`src/rtl/ctrl_pkg.sv`:
```
// Shared definitions for the multi-cycle controller: state encoding,
// opcode/funct constants and ALU operation codes.
package ctrl_pkg;

    typedef enum logic [3:0] {
        FETCH,
        FETCH_IR,
        DECODE,
        MEM_ADDR,
        MEM_READ,
        MEM_WB,
        MEM_WRITE,
        R_EXEC,
        R_WB,
        I_EXEC,
        I_WB,
        BRANCH,
        JUMP,
        HALT
    } state_t;

    localparam logic [5:0] OP_RTYPE  = 6'h00;
    localparam logic [5:0] OP_REGIMM = 6'h01;
    localparam logic [5:0] OP_J      = 6'h02;
    localparam logic [5:0] OP_JAL    = 6'h03;
    localparam logic [5:0] OP_BEQ    = 6'h04;
    localparam logic [5:0] OP_BNE    = 6'h05;
    localparam logic [5:0] OP_BLEZ   = 6'h06;
    localparam logic [5:0] OP_BGTZ   = 6'h07;
    localparam logic [5:0] OP_ADDIU  = 6'h09;
    localparam logic [5:0] OP_SLTI   = 6'h0A;
    localparam logic [5:0] OP_SLTIU  = 6'h0B;
    localparam logic [5:0] OP_ANDI   = 6'h0C;
    localparam logic [5:0] OP_ORI    = 6'h0D;
    localparam logic [5:0] OP_XORI   = 6'h0E;
    localparam logic [5:0] OP_IMM10  = 6'h10;
    localparam logic [5:0] OP_LW     = 6'h23;
    localparam logic [5:0] OP_SW     = 6'h2B;
    localparam logic [5:0] OP_HALT   = 6'h3F;

    localparam logic [5:0] FN_JR     = 6'h08;
    localparam logic [5:0] FN_MULT   = 6'h18;
    localparam logic [5:0] FN_MULTU  = 6'h19;

    localparam logic [5:0] ALUOP_ADD   = 6'h09;
    localparam logic [5:0] ALUOP_RTYPE = 6'h00;

    // Logical immediates are zero-extended; everything else sign-extends.
    function automatic logic imm_is_signed(input logic [5:0] op);
        return !(op == OP_ANDI || op == OP_ORI || op == OP_XORI);
    endfunction

endpackage

```
`src/rtl/controller.sv`:
```
// Multi-cycle Moore controller for the MIPS-style datapath.
// Optional HALT state (opcode 0x3F) is enabled by defining CTRL_HALT_EN.
module controller
    import ctrl_pkg::*;
(
    input  logic       clk,
    input  logic       rst,
    input  logic [5:0] ir_opcode,
    input  logic [5:0] ir_funct,
    input  logic       branch_taken,
    output logic       pc_write_en,
    output logic       i_or_d,
    output logic       mem_write,
    output logic       mem_to_reg,
    output logic       ir_write,
    output logic       reg_dst,
    output logic       reg_write,
    output logic       alu_src_a,
    output logic       jump_and_link,
    output logic       is_signed,
    output logic [1:0] alu_src_b,
    output logic [1:0] pc_source,
    output logic [5:0] alu_op,
    output logic       halted
);

    state_t state, next_state;

    always_ff @(posedge clk) begin
        if (rst) state <= FETCH;
        else     state <= next_state;
    end

    always_comb begin
        next_state = FETCH;
        unique case (state)
            FETCH:    next_state = FETCH_IR;
            FETCH_IR: next_state = DECODE;
            DECODE: begin
                unique case (ir_opcode)
                    OP_LW, OP_SW:  next_state = MEM_ADDR;
                    OP_RTYPE:      next_state = R_EXEC;
                    OP_ADDIU, OP_IMM10, OP_ANDI, OP_ORI, OP_XORI,
                    OP_SLTI, OP_SLTIU:
                                   next_state = I_EXEC;
                    OP_REGIMM, OP_BEQ, OP_BNE, OP_BLEZ, OP_BGTZ:
                                   next_state = BRANCH;
                    OP_J, OP_JAL:  next_state = JUMP;
`ifdef CTRL_HALT_EN
                    OP_HALT:       next_state = HALT;
`endif
                    default:       next_state = FETCH;
                endcase
            end
            MEM_ADDR:  next_state = (ir_opcode == OP_SW) ? MEM_WRITE
                                  : (ir_opcode == OP_LW) ? MEM_READ : FETCH;
            MEM_READ:  next_state = MEM_WB;
            MEM_WB:    next_state = FETCH;
            MEM_WRITE: next_state = FETCH;
            R_EXEC: begin
                if (ir_funct == FN_JR || ir_funct == FN_MULT || ir_funct == FN_MULTU)
                    next_state = FETCH;
                else
                    next_state = R_WB;
            end
            R_WB:      next_state = FETCH;
            I_EXEC:    next_state = I_WB;
            I_WB:      next_state = FETCH;
            BRANCH:    next_state = FETCH;
            JUMP:      next_state = FETCH;
`ifdef CTRL_HALT_EN
            HALT:      next_state = HALT;
`else
            HALT:      next_state = FETCH;
`endif
            default:   next_state = FETCH;
        endcase
    end

    always_comb begin
        pc_write_en   = 1'b0;
        i_or_d        = 1'b0;
        mem_write     = 1'b0;
        mem_to_reg    = 1'b0;
        ir_write      = 1'b0;
        reg_dst       = 1'b0;
        reg_write     = 1'b0;
        alu_src_a     = 1'b0;
        jump_and_link = 1'b0;
        is_signed     = 1'b0;
        alu_src_b     = 2'b00;
        pc_source     = 2'b00;
        alu_op        = 6'h00;
        halted        = 1'b0;

        unique case (state)
            FETCH: ;
            FETCH_IR: begin
                ir_write    = 1'b1;
                alu_src_b   = 2'b01;
                alu_op      = ALUOP_ADD;
                pc_write_en = 1'b1;
            end
            DECODE: begin
                // Branch target computed speculatively while decoding.
                alu_src_b = 2'b11;
                alu_op    = ALUOP_ADD;
            end
            MEM_ADDR: begin
                alu_src_a = 1'b1;
                alu_src_b = 2'b10;
                alu_op    = ALUOP_ADD;
                is_signed = 1'b1;
            end
            MEM_READ: i_or_d = 1'b1;
            MEM_WB: begin
                reg_write  = 1'b1;
                mem_to_reg = 1'b1;
            end
            MEM_WRITE: begin
                i_or_d    = 1'b1;
                mem_write = 1'b1;
            end
            R_EXEC: begin
                alu_src_a = 1'b1;
                alu_op    = ALUOP_RTYPE;
                if (ir_funct == FN_JR) pc_write_en = 1'b1;
            end
            R_WB: begin
                reg_write = 1'b1;
                reg_dst   = 1'b1;
                alu_op    = ALUOP_RTYPE;
            end
            I_EXEC: begin
                alu_src_a = 1'b1;
                alu_src_b = 2'b10;
                alu_op    = ir_opcode;
                is_signed = imm_is_signed(ir_opcode);
            end
            I_WB: begin
                reg_write = 1'b1;
                alu_op    = ir_opcode;
                is_signed = imm_is_signed(ir_opcode);
            end
            BRANCH: begin
                alu_src_a   = 1'b1;
                alu_op      = ir_opcode;
                is_signed   = 1'b1;
                pc_source   = 2'b01;
                pc_write_en = branch_taken;
            end
            JUMP: begin
                pc_source   = 2'b10;
                pc_write_en = 1'b1;
                if (ir_opcode == OP_JAL) begin
                    reg_write     = 1'b1;
                    jump_and_link = 1'b1;
                end
            end
`ifdef CTRL_HALT_EN
            HALT: halted = 1'b1;
`else
            HALT: ;
`endif
            default: ;
        endcase

        // Enables must be quiet during reset regardless of the state being left.
        if (rst) begin
            pc_write_en = 1'b0;
            ir_write    = 1'b0;
            reg_write   = 1'b0;
            mem_write   = 1'b0;
            halted      = 1'b0;
        end
    end

endmodule

```
`config.mk`:
```
export PLATFORM = sky130hd
export DESIGN_NAME = controller
export DESIGN_NICKNAME = d
export VERILOG_FILES = /design/src/rtl/ctrl_pkg.sv /design/src/rtl/controller.sv
export SDC_FILE = /design/constraint.sdc
export NUM_CORES = 1
export LEC_CHECK = 0
export ABC_AREA = 1
export CORE_UTILIZATION = 33
export CTS_CLUSTER_DIAMETER = 50
export DETAILED_ROUTE_END_ITERATION = 8
export GPL_TIMING_DRIVEN = 0
export PLACE_DENSITY = 0.76
export SLEW_MARGIN = 20
export SYNTH_ARGS = -nofsm -noshare
export SYNTH_HDL_FRONTEND = slang
export SYNTH_SLANG_ARGS = --single-unit
```
`constraint.sdc`:
```
create_clock -name clk -period 1.23 [get_ports clk]
set_input_delay 0.3075 -clock clk [delete_from_list [all_inputs] [get_ports clk]]
set_output_delay 0.3075 -clock clk [all_outputs]
set_load 0.05 [all_outputs]
```
==> impl_results.md <==
* WHS at 447.1 ps
* Area occupied by multi-input gates at approximately 700 µm²
* Layout cells sized above 1 at 58.33%
* Crit path max fanout at 3
* Max frequency at 538.2 MHz
* Mapped Nets at around 130
* Synth Cell Area at about 600 µm²
* First-pass GRT wire length at about 3500 µm
* Initial antenna violation count at 0
* Reg area at 95.09 µm²
* Failing checks: setup timing
* Status: finished with violations
* Core Box Area at 1727 µm²
* EDFF count, synth at 0
* Critical Path, Cell by Cell: inv_6, nor2_4, inv_4, nor2_4, nand3_2, a31oi_4, buf_6
* Final worst-path cycle share at 151.0%
* RSZ-0062 raised after global routing: true
* Slew Limit Fails at 0
* Post-Route WL at around 2800 µm
* Number of global-route vias before repair at ~770
* DRT iter0 DRCs at 24
* Clk Latency, worst-skew pair at around 230 ps
* Most used cell, CP: nor2_4
* Flops & latches, synth at 4
* Row count at 15
* Synth area leader: nand2_1
* Area growth syn-to-layout at 142.9%
* Nets at about 190
* Max Cap Viol at 0
* CTS tree: done
* Fill cell count at 96
* Synth area leaders: nand2_1 (15%), dfxtp_1 (13%), nor2_1 (13%)
* Most flop-heavy register: state
* Post-place setup slack at -1371 ps
* Via/cell ratio at approximately 5
* Power Dens Cells at between 600 and 700 nW/µm²
* Slowest cell on crit path: dfxtp_4
* CP required at 920 ps
* Top cells by count, synth: nand2_1 (24), nor2_1 (21), inv_1 (13)
* Final hold violations at 0
* Drc violations at 0
* Worst setup EP type: primary output
* Synthesized instance count at around 110
* CTS clk-pin slew, worst paths at around 30 ps
* CTS sink count at 4
* Die area at about 2000 µm²
* Asr flop ratio synth at 0%
* Crit path largest cell delay at 380 ps
* Worst EP arrival at 1550 ps
* Largest register FFs at 4
* Synth Warn # at 0
* Dpl hpwl at between 1500 and 2000 µm
* Grt ovf at 0
* Top cell type's share of synthesized area at between 10% and 20%
* Antenna Nets Post-Route at 0
* Height of the die at between 40 and 50 µm
* Vias at between 900 and 1,000
* Biggest regs: state (4)
* Setup violations, final at 22
* Maximum root-to-sink buffer count at 2
* Setup Skew at 1.133 ps
* CTS buffer count at 3
* Hold_buf cts at 0
* Type of the worst setup path: flip-flop to primary output
* Hold WC Path Type: input pin to flip-flop
* Top_reg_cell synth: dfxtp_1
* Largest net degree at the start of global routing at 9
* Buffers added on ports at 33
* Syn Area/Cell at roughly 5.3 µm²
* Global-route usage over all layers at a little under a quarter
* Final Worst Setup Slack at -627.9 ps
* CP startpoint kind: flip-flop
* Root Buffer: clkbuf_4
* Period minus WS final at ~1900 ps
* # IOs at 36
* Die extent in x at roughly 45 µm
* Wire per inst at about 14 µm
* Seq/Total Area, Yosys at about an eighth
* Most common cell in the netlist: nand2_1
* # diodes at 0
* H-tree levels at 1
* Netlist cell types at 25
* Leakage at approximately 0.66 nW
* DR pass1 iterations at 4
* Max VDD drop at 0.5620 mV
* Starting Density at approximately a third
* GP Congestion at about 0.86
-- path summary, 6_finish.rpt --
| path | from | end | slack [ps] | depth (start not counted) |
|---|---|---|---|---|
| max | state[2]$_SDFF_PP0_ | pc_write_en | -630 | 7 |
| min | rst | state[1]$_SDFF_PP0_ | 450 | 2 |
| max reg2reg | state[2]$_SDFF_PP0_ | state[1]$_SDFF_PP0_ | -80 | 8 |
| min reg2reg | state[3]$_SDFF_PP0_ | state[0]$_SDFF_PP0_ | 610 | 3 |
-- what timing repair did --
| action | in CTS | in global routing |
|---|---|---|
| endpoints found under the hold margin | 0 | 0 |
| setup buffers | 7 | 11 |
| setup endpoints to repair | 24 | 23 |
| cloned | 0 | 0 |
| gates resized for setup | 180 | 29 |
| pin swaps | 9 | 13 |
-- worst max-delay path, delay by kind of cell (launching register included) --
| kind | cells | cell delay [ps] |
|---|---|---|
| compound gates | 1 | 220 |
| buf+inv | 3 | 300 |
| flops | 1 | 380 |
| simple gates | 3 | 420 |
-- logic make-up after synthesis --
family	after synthesis	share of synthesized area, %
AO/OA/AOI/OAI	17	15.35
buffers and inverters	21	14.11
flip-flops	4	13.28
other	1	0.6218
AND/OR/NAND/NOR	71	56.64
-- cell type report --
type	instances	area share (%)
clock buffers	3	1.537
multi-input cells	89	47.57
well taps	25	2.135
inverters	19	7.173
repair buffers	51	34.24
flip-flops and latches	4	6.490
plain buffers	2	0.8540
-- cells in the final DEF (no fill, tap or decap), types with 2 or more instances in the layout --
| master | count |
|---|---|
| buf_6 | 20 |
| nand2_1 | 18 |
| nor2_4 | 16 |
| buf_4 | 16 |
| nor2_1 | 10 |
| dlygate4sd2_1 | 9 |
| inv_1 | 8 |
| a21oi_1 | 6 |
| nand3_1 | 6 |
| dfxtp_4 | 4 |
| inv_6 | 3 |
| nand2_4 | 3 |
| inv_2 | 3 |
| inv_4 | 3 |
| nor3_4 | 3 |
| nand2_2 | 3 |
| clkbuf_4 | 3 |
| clkdlybuf4s50_1 | 3 |
| buf_8 | 3 |
| nor3_2 | 2 |
| nand3_2 | 2 |
| o21ai_1 | 2 |
| o21bai_1 | 2 |
-- routing by layer --
metal	vias up	share of wire, %	global-route usage [%]	routed length [µm]
met1	467	38	33.58	1066
met5	-	0	0	0
met4	0	5.0	5.455	140
met2	41	51	40.59	1431
li1	473	-	-	-
met3	12	5.3	1.200	149
-- report_power, final --
group / leakage (nW) / internal (mW) / total [mW] / switching, mW
registers: 0.0355 / 0.137 / 0.160 / 0.0233
logic: 0.609 / 0.235 / 0.592 / 0.357
clock network: 0.0138 / 0.109 / 0.156 / 0.0469
-- stage by stage --
| stage | power (mW) | util (%) | setup TNS [ps] | instance area, µm² | cells |
|---|---|---|---|---|---|
| floorplan | 0.4543 | - | -5212 | 742.0 | 114 |
| global placement | 0.5955 | 63.91 | -18850 | 1104 | 172 |
| detailed placement | 0.5999 | 63.91 | -19270 | 1104 | 172 |
| CTS | 0.8120 | 74.13 | -7107 | 1280 | 182 |
| global route | 0.9529 | 84.86 | -9466 | 1465 | 193 |
| finish | 0.9075 | 84.86 | -8252 | 1465 | 193 |
No activity file was read; power rests on OpenSTA's default activity.
==> variant 1, RTL diff (same settings) <==
Put a register stage on the output `is_signed`, cleared by the reset. The value now appears one clock later. The other outputs are not delayed to match.
--- a/src/rtl/controller.sv
+++ b/src/rtl/controller.sv
@@ -23,6 +23,8 @@
     output logic [5:0] alu_op,
     output logic       halted
 );
+
+    logic is_signed_d;
 
     state_t state, next_state;
 
@@ -87,7 +89,7 @@
         reg_write     = 1'b0;
         alu_src_a     = 1'b0;
         jump_and_link = 1'b0;
-        is_signed     = 1'b0;
+        is_signed_d   = 1'b0;
         alu_src_b     = 2'b00;
         pc_source     = 2'b00;
         alu_op        = 6'h00;
@@ -110,7 +112,7 @@
                 alu_src_a = 1'b1;
                 alu_src_b = 2'b10;
                 alu_op    = ALUOP_ADD;
-                is_signed = 1'b1;
+                is_signed_d = 1'b1;
             end
             MEM_READ: i_or_d = 1'b1;
             MEM_WB: begin
@@ -135,17 +137,17 @@
                 alu_src_a = 1'b1;
                 alu_src_b = 2'b10;
                 alu_op    = ir_opcode;
-                is_signed = imm_is_signed(ir_opcode);
+                is_signed_d = imm_is_signed(ir_opcode);
             end
             I_WB: begin
                 reg_write = 1'b1;
                 alu_op    = ir_opcode;
-                is_signed = imm_is_signed(ir_opcode);
+                is_signed_d = imm_is_signed(ir_opcode);
             end
             BRANCH: begin
                 alu_src_a   = 1'b1;
                 alu_op      = ir_opcode;
-                is_signed   = 1'b1;
+                is_signed_d = 1'b1;
                 pc_source   = 2'b01;
                 pc_write_en = branch_taken;
             end
@@ -175,5 +177,13 @@
         end
     end
 
+    always_ff @(posedge clk) begin
+        if (rst) begin
+            is_signed <= '0;
+        end else begin
+            is_signed <= is_signed_d;
+        end
+    end
+
 endmodule
 
Function: changed (Yosys sat finds a counterexample within 4 cycles, from zero or initial values and one cycle with rst high).
==> variant 1 against the unedited design <==
The run still ends with negative setup slack left; clock skew shrank 0.00081 ns; sequential cell count rose by 1; synthesized area up 5.4%; final area fell by 1.1%; wire length shrank 4.2%; total power is 2.2% higher; worst setup slack better by 0.086 ns; cell count is 1.0% higher.
==> variant 1: results (changes against the unedited design) <==
Outcome
  – Status: complete, but fails checks
  – Failing checks: negative setup slack

Place
  – DP HPWL: 1550 µm (-3.4%)
  – Setup WS pre-CTS: -1.37 ns (+0.000190 ns)
  – RePlAce Congestion: 0.820 (-4.4%)
  – Area of placed instances: 1130 µm² (+2.3%)

Global route
  – GR Layer Usage met1: 28.3% (-5.3 points)
  – Largest net degree at the start of global routing: 10 (+1)
  – Met2 global-route usage: 42.0% (+1.4 points)
  – Vias in the first global route: 837 (+8.3%)
  – Total global routing track utilization: 23.5% (-0.49 points)
  – Global-route wire length before repair: 3550 µm (+0.59%)
  – Met3 Resource Use GR: 2.78% (+1.6 points)

Final layout
  – Sequential cells: 5 (+1)
  – Util after Layout: 82.1% (-2.7 points)
  – # clk buffers: 4 (+1)
  – Layout Cells excl Fill: 195 (+1.0%)
  – Inverters excl. clock: 20 (+1)
  – Multi-input combinational area share: 45.2% (-2.4 points)
  – Area occupied by multi-input gates: 654 µm² (-6.1%)
  – Multi-input gates: 88 (-1.1%)
  – Biggest regs: state x4, is_signed x1
  – Clk cell area share: 1.81% (+0.28 points)
  – Area delta synth->final: 128%
  – Layout cell share with drive strength beyond 1: 55.9% (-2.5 points)
  – Fillers: 119 (+24%)

Synth
  – Post-synth cell types: 28 (+12%)
  – Register area share after synthesis: 15.7% (+2.5 points)
  – Top cells by instance count after synthesis: nor2_1 (25), nand2_1 (20), inv_1 (15), nand3_1 (9), a21oi_1 (6)
  – Most common cell in the netlist: nor2_1
  – Syn Area/Cell: 5.53 µm² (+4.5%)
  – Post-Syn Nets: 130 (+0.78%)
  – Area contributors post-synth: dfxtp_1 (16%), nor2_1 (15%), nand2_1 (12%)

Route
  – Metal-1 WL: 1030 µm (-3.7%)
  – Via/cell ratio: 4.94 (-4.0%)
  – Metal2 WL: 1470 µm (+2.6%)
  – DR WL met3: 120 µm (-19%)

Setup path
  – Crit path max fanout: 2 (-1)
  – CP arrival: 1.46 ns (-0.09 ns)
  – Kind of cell adding the most delay to the critical path: buffers and inverters

STA
  – Setup Viol. Count Final: 24 (+9.1%)
  – Final TNS setup: -7.54 ns (+0.711 ns)
  – Worst Skew: 0.000326 ns (-0.000807 ns)
  – Worst setup margin: -0.542 ns (+0.0859 ns)

Power
  – Leakage power: 0.641 nW (-2.7%)
  – Worst VDD drop: 0.000623 V (+11%)

Clock tree
  – CTS resizes: 172 (-4.4%)

Worst hold path
  – Hold crit path type: reg -> reg
## variant 1: changes by cell type after synthesis, moves of 2 or more
cell,change
o21ai_0,-3
o21bai_1,-2
nor2_1,+4
a21oi_1,-2
nor3_1,-4
inv_1,+2
nand2_2,+2
nand2_1,-4
## variant 1: logic make-up after synthesis
family,Yosys count,synth area share (%)
simple gates,73,57.5
buf+inv,22,13.6
compound gates,14,12.6
flops,5,15.7
other cells,1,0.590
## variant 1: final timing paths
path | from | endpoint | slack, ns | depth (start not counted)
worst max register to register | state[3] | state[2] | -0.23 | 9
worst min-delay path | state[3] | state[0] | 0.57 | 3
worst max-delay path | ir_funct[5] | pc_write_en | -0.54 | 5
worst min register to register | state[3] | state[0] | 0.57 | 3
## variant 1: report_power, final
group | switching (mW) | internal [mW] | total (mW) | leakage, nW
combinational | 0.337 | 0.220 | 0.557 | 0.582
sequential | 0.0192 | 0.170 | 0.189 | 0.0436
clock | 0.0591 | 0.122 | 0.181 | 0.0150
total | 0.415 | 0.512 | 0.928 | 0.641
==> variant 2, RTL diff (same flow settings) <==
Made on the original files. The option `CTRL_HALT_EN` is turned on by a define.
--- a/src/rtl/controller.sv
+++ b/src/rtl/controller.sv
@@ -1,5 +1,7 @@
 // Multi-cycle Moore controller for the MIPS-style datapath.
 // Optional HALT state (opcode 0x3F) is enabled by defining CTRL_HALT_EN.
+`define CTRL_HALT_EN
+
 module controller
     import ctrl_pkg::*;
 (
Check against the original RTL: not equivalent (a bounded check fails within 4 cycles, from zero or initial values and one cycle with rst high).
==> variant 2 against the unedited design <==
The flow still finishes with violations (negative setup slack); critical path depth shrank 2; combinational power grew 19%; non-clock buffer count shrank 1; wire length grew 37%; die area grew 6.3%; clock skew is essentially flat; core utilization grew 3.1 points; final area grew 7.0%; worst setup slack gained 0.065 ns; synthesized area grew 6.6%; sequential cell count is the same; total power grew 12%.
==> variant 2: results (changes against the unedited design) <==
Setup path
  – Slowest CP cell: dfxtp_4
  – Crit path largest cell delay: 0.43 ns (+0.05 ns)
  – Kind of cell adding the most delay to the critical path: simple AND/OR/NAND/NOR gates
  – Crit path launch: state[2]
  – Crit path max fanout: 5 (+2)
  – CP arrival: 1.49 ns (-0.06 ns)

Final layout
  – Fillers: 73 (-24%)
  – Seq. cell area: 95.1 µm² (unchanged)
  – Clk cell area share: 1.44% (-0.10 points)
  – Buffers excl. clock: 52 (-1.9%)
  – Layout cell share with drive strength beyond 1: 65.5% (+7.2 points)
  – Layout Nets: 191 (+3.2%)
  – Inverters excl. clock: 21 (+2)
  – Inserted Diodes: 0 (unchanged)
  – Sequential cells: 4 (unchanged)
  – Multi-input combinational area share: 50.3% (+2.7 points)
  – Multi-input gates: 94 (+5.6%)
  – Biggest regs: state x4
  – # clk buffers: 3 (unchanged)
  – Data buffer area share: 33.2% (-1.9 points)

Clock tree
  – Clock tree buffer depth: 2 (unchanged)
  – CTS Root Cell: clkbuf_4
  – H-tree levels: 1 (unchanged)
  – Clock Pin Slew Worst Setup and Hold Paths: 0.03 ns (about the same)
  – Clock latency on the worst-skew pair: 0.22 ns

Global route
  – Initial antenna violation count: 0 (unchanged)
  – Global-route wire length before repair: 4240 µm (+20%)
  – Largest net degree at the start of global routing: 10 (+1)
  – Vias in the first global route: 932 (+21%)
  – Total global routing track utilization: 27.9% (+3.9 points)

Place
  – RePlAce Congestion: 0.796 (-7.2%)
  – DP HPWL: 1820 µm (+14%)
  – IO Port Bufs: 34 (+3.0%)

Route
  – Drt pass-1 iters: 4 (unchanged)
  – Drt initial violations: 26 (+8.3%)
  – Via/cell ratio: 5.64 (+9.6%)
  – DR WL/cell: 19.2 µm (+33%)

Synth
  – Synth Area in Compound Gates: 18.5% (+3.1 points)
  – Async SR Flop Fraction: 0% (unchanged)
  – Xor and xnor area share after synthesis: 0% (unchanged)
  – Area contributors post-synth: nor2_1 (15%), nand2_1 (13%), dfxtp_1 (12%)
  – Register area share after synthesis: 12.5% (-0.83 points)
  – Top cells by instance count after synthesis: nor2_1 (26), nand2_1 (23), inv_2 (12), inv_1 (8), nand3_1 (7)
  – Post-Syn Nets: 135 (+4.7%)
  – YS warnings: 0 (unchanged)
  – Post-synth top flop: dfxtp_1
  – Post-synth cell types: 25 (unchanged)
  – Adder-cell share of the synthesized area: 0% (unchanged)

STA
  – Setup Viol. Count Final: 23 (+4.5%)
  – Relative slew margins: 55.8%
  – Worst Skew: 0.00112 ns (-0.0000128 ns)
  – Worst setup margin: -0.563 ns (+0.0648 ns)

Worst hold path
  – Hold Crit Start: ir_opcode[5]
  – Hold crit path type: in -> reg

Outcome
  – Failing checks: negative setup slack
  – Status: complete, but fails checks

Power
  – Leakage power: 0.681 nW (+3.4%)
  – Worst VDD drop: 0.000903 V (+61%)
==> variant 2: cell count changes in the layout (fill, tap and decap cells not counted), sizes merged, moves of 3 or more <==
cell           delta
clkdlybuf4s50     +3
clkbuf            +4
nand2             +5
nor3              -4
dlygate4sd2       -7
nor2              +3
==> variant 2: per-stage QoR <==
step	worst slack, ns	instance area (µm²)	std cells	hold slack, ns	setup TNS [ns]
final	-0.563	1570	199	0.522	-7.55
after global routing	-0.616	1570	199	0.537	-8.49
after CTS	-0.482	1420	195	0.619	-6.45
after detailed placement	-1.44	1200	179	0.611	-19.96
after global placement	-1.43	1200	179	0.608	-19.74
after floorplan	-0.464	833	120	0.486	-3.58
==> variant 2: power by group <==
part | switching [mW] | internal (mW)
Combinational | 0.427 | 0.275
Clock | 0.0412 | 0.108
Sequential | 0.0263 | 0.138
==> variant 2: repair_timing <==
| item | 4_1_cts | 5_1_grt |
|---|---|---|
| gates resized for setup | 177 | 42 |
| endpoints found under the setup margin | 25 | 25 |
| hold buffers | 0 | 0 |
| buffers inserted | 13 | 7 |
| pin swaps | 8 | 15 |
| cloned | 0 | 0 |
==> variant 2: path summary, 6_finish.rpt <==
check        slack, ns        end  cells after the start
max              -0.56  reg_write                      5
min               0.52   state[2]                      4
max reg2reg      -0.04   state[1]                      9
min reg2reg       0.70   state[0]                      3
==> variant 2: per-layer routing <==
layer | wire, µm | GRT usage [%] | vias to the layer above | part of all wire [%]
met3 | 237 | 3.14 | 23 | 6.2
met1 | 1440 | 34.0 | 539 | 38
met5 | 0 | 0 | - | 0
met2 | 1930 | 50.4 | 62 | 51
met4 | 199 | 8.24 | 0 | 5.2
li1 | - | - | 498 | -
==> variant 2: cell families (layout without fill, tap and decap cells) <==
logic type,count (synthesis),count (layout)
flops,4,4
buf+inv,22,76
compound gates,20,20
simple gates,74,74
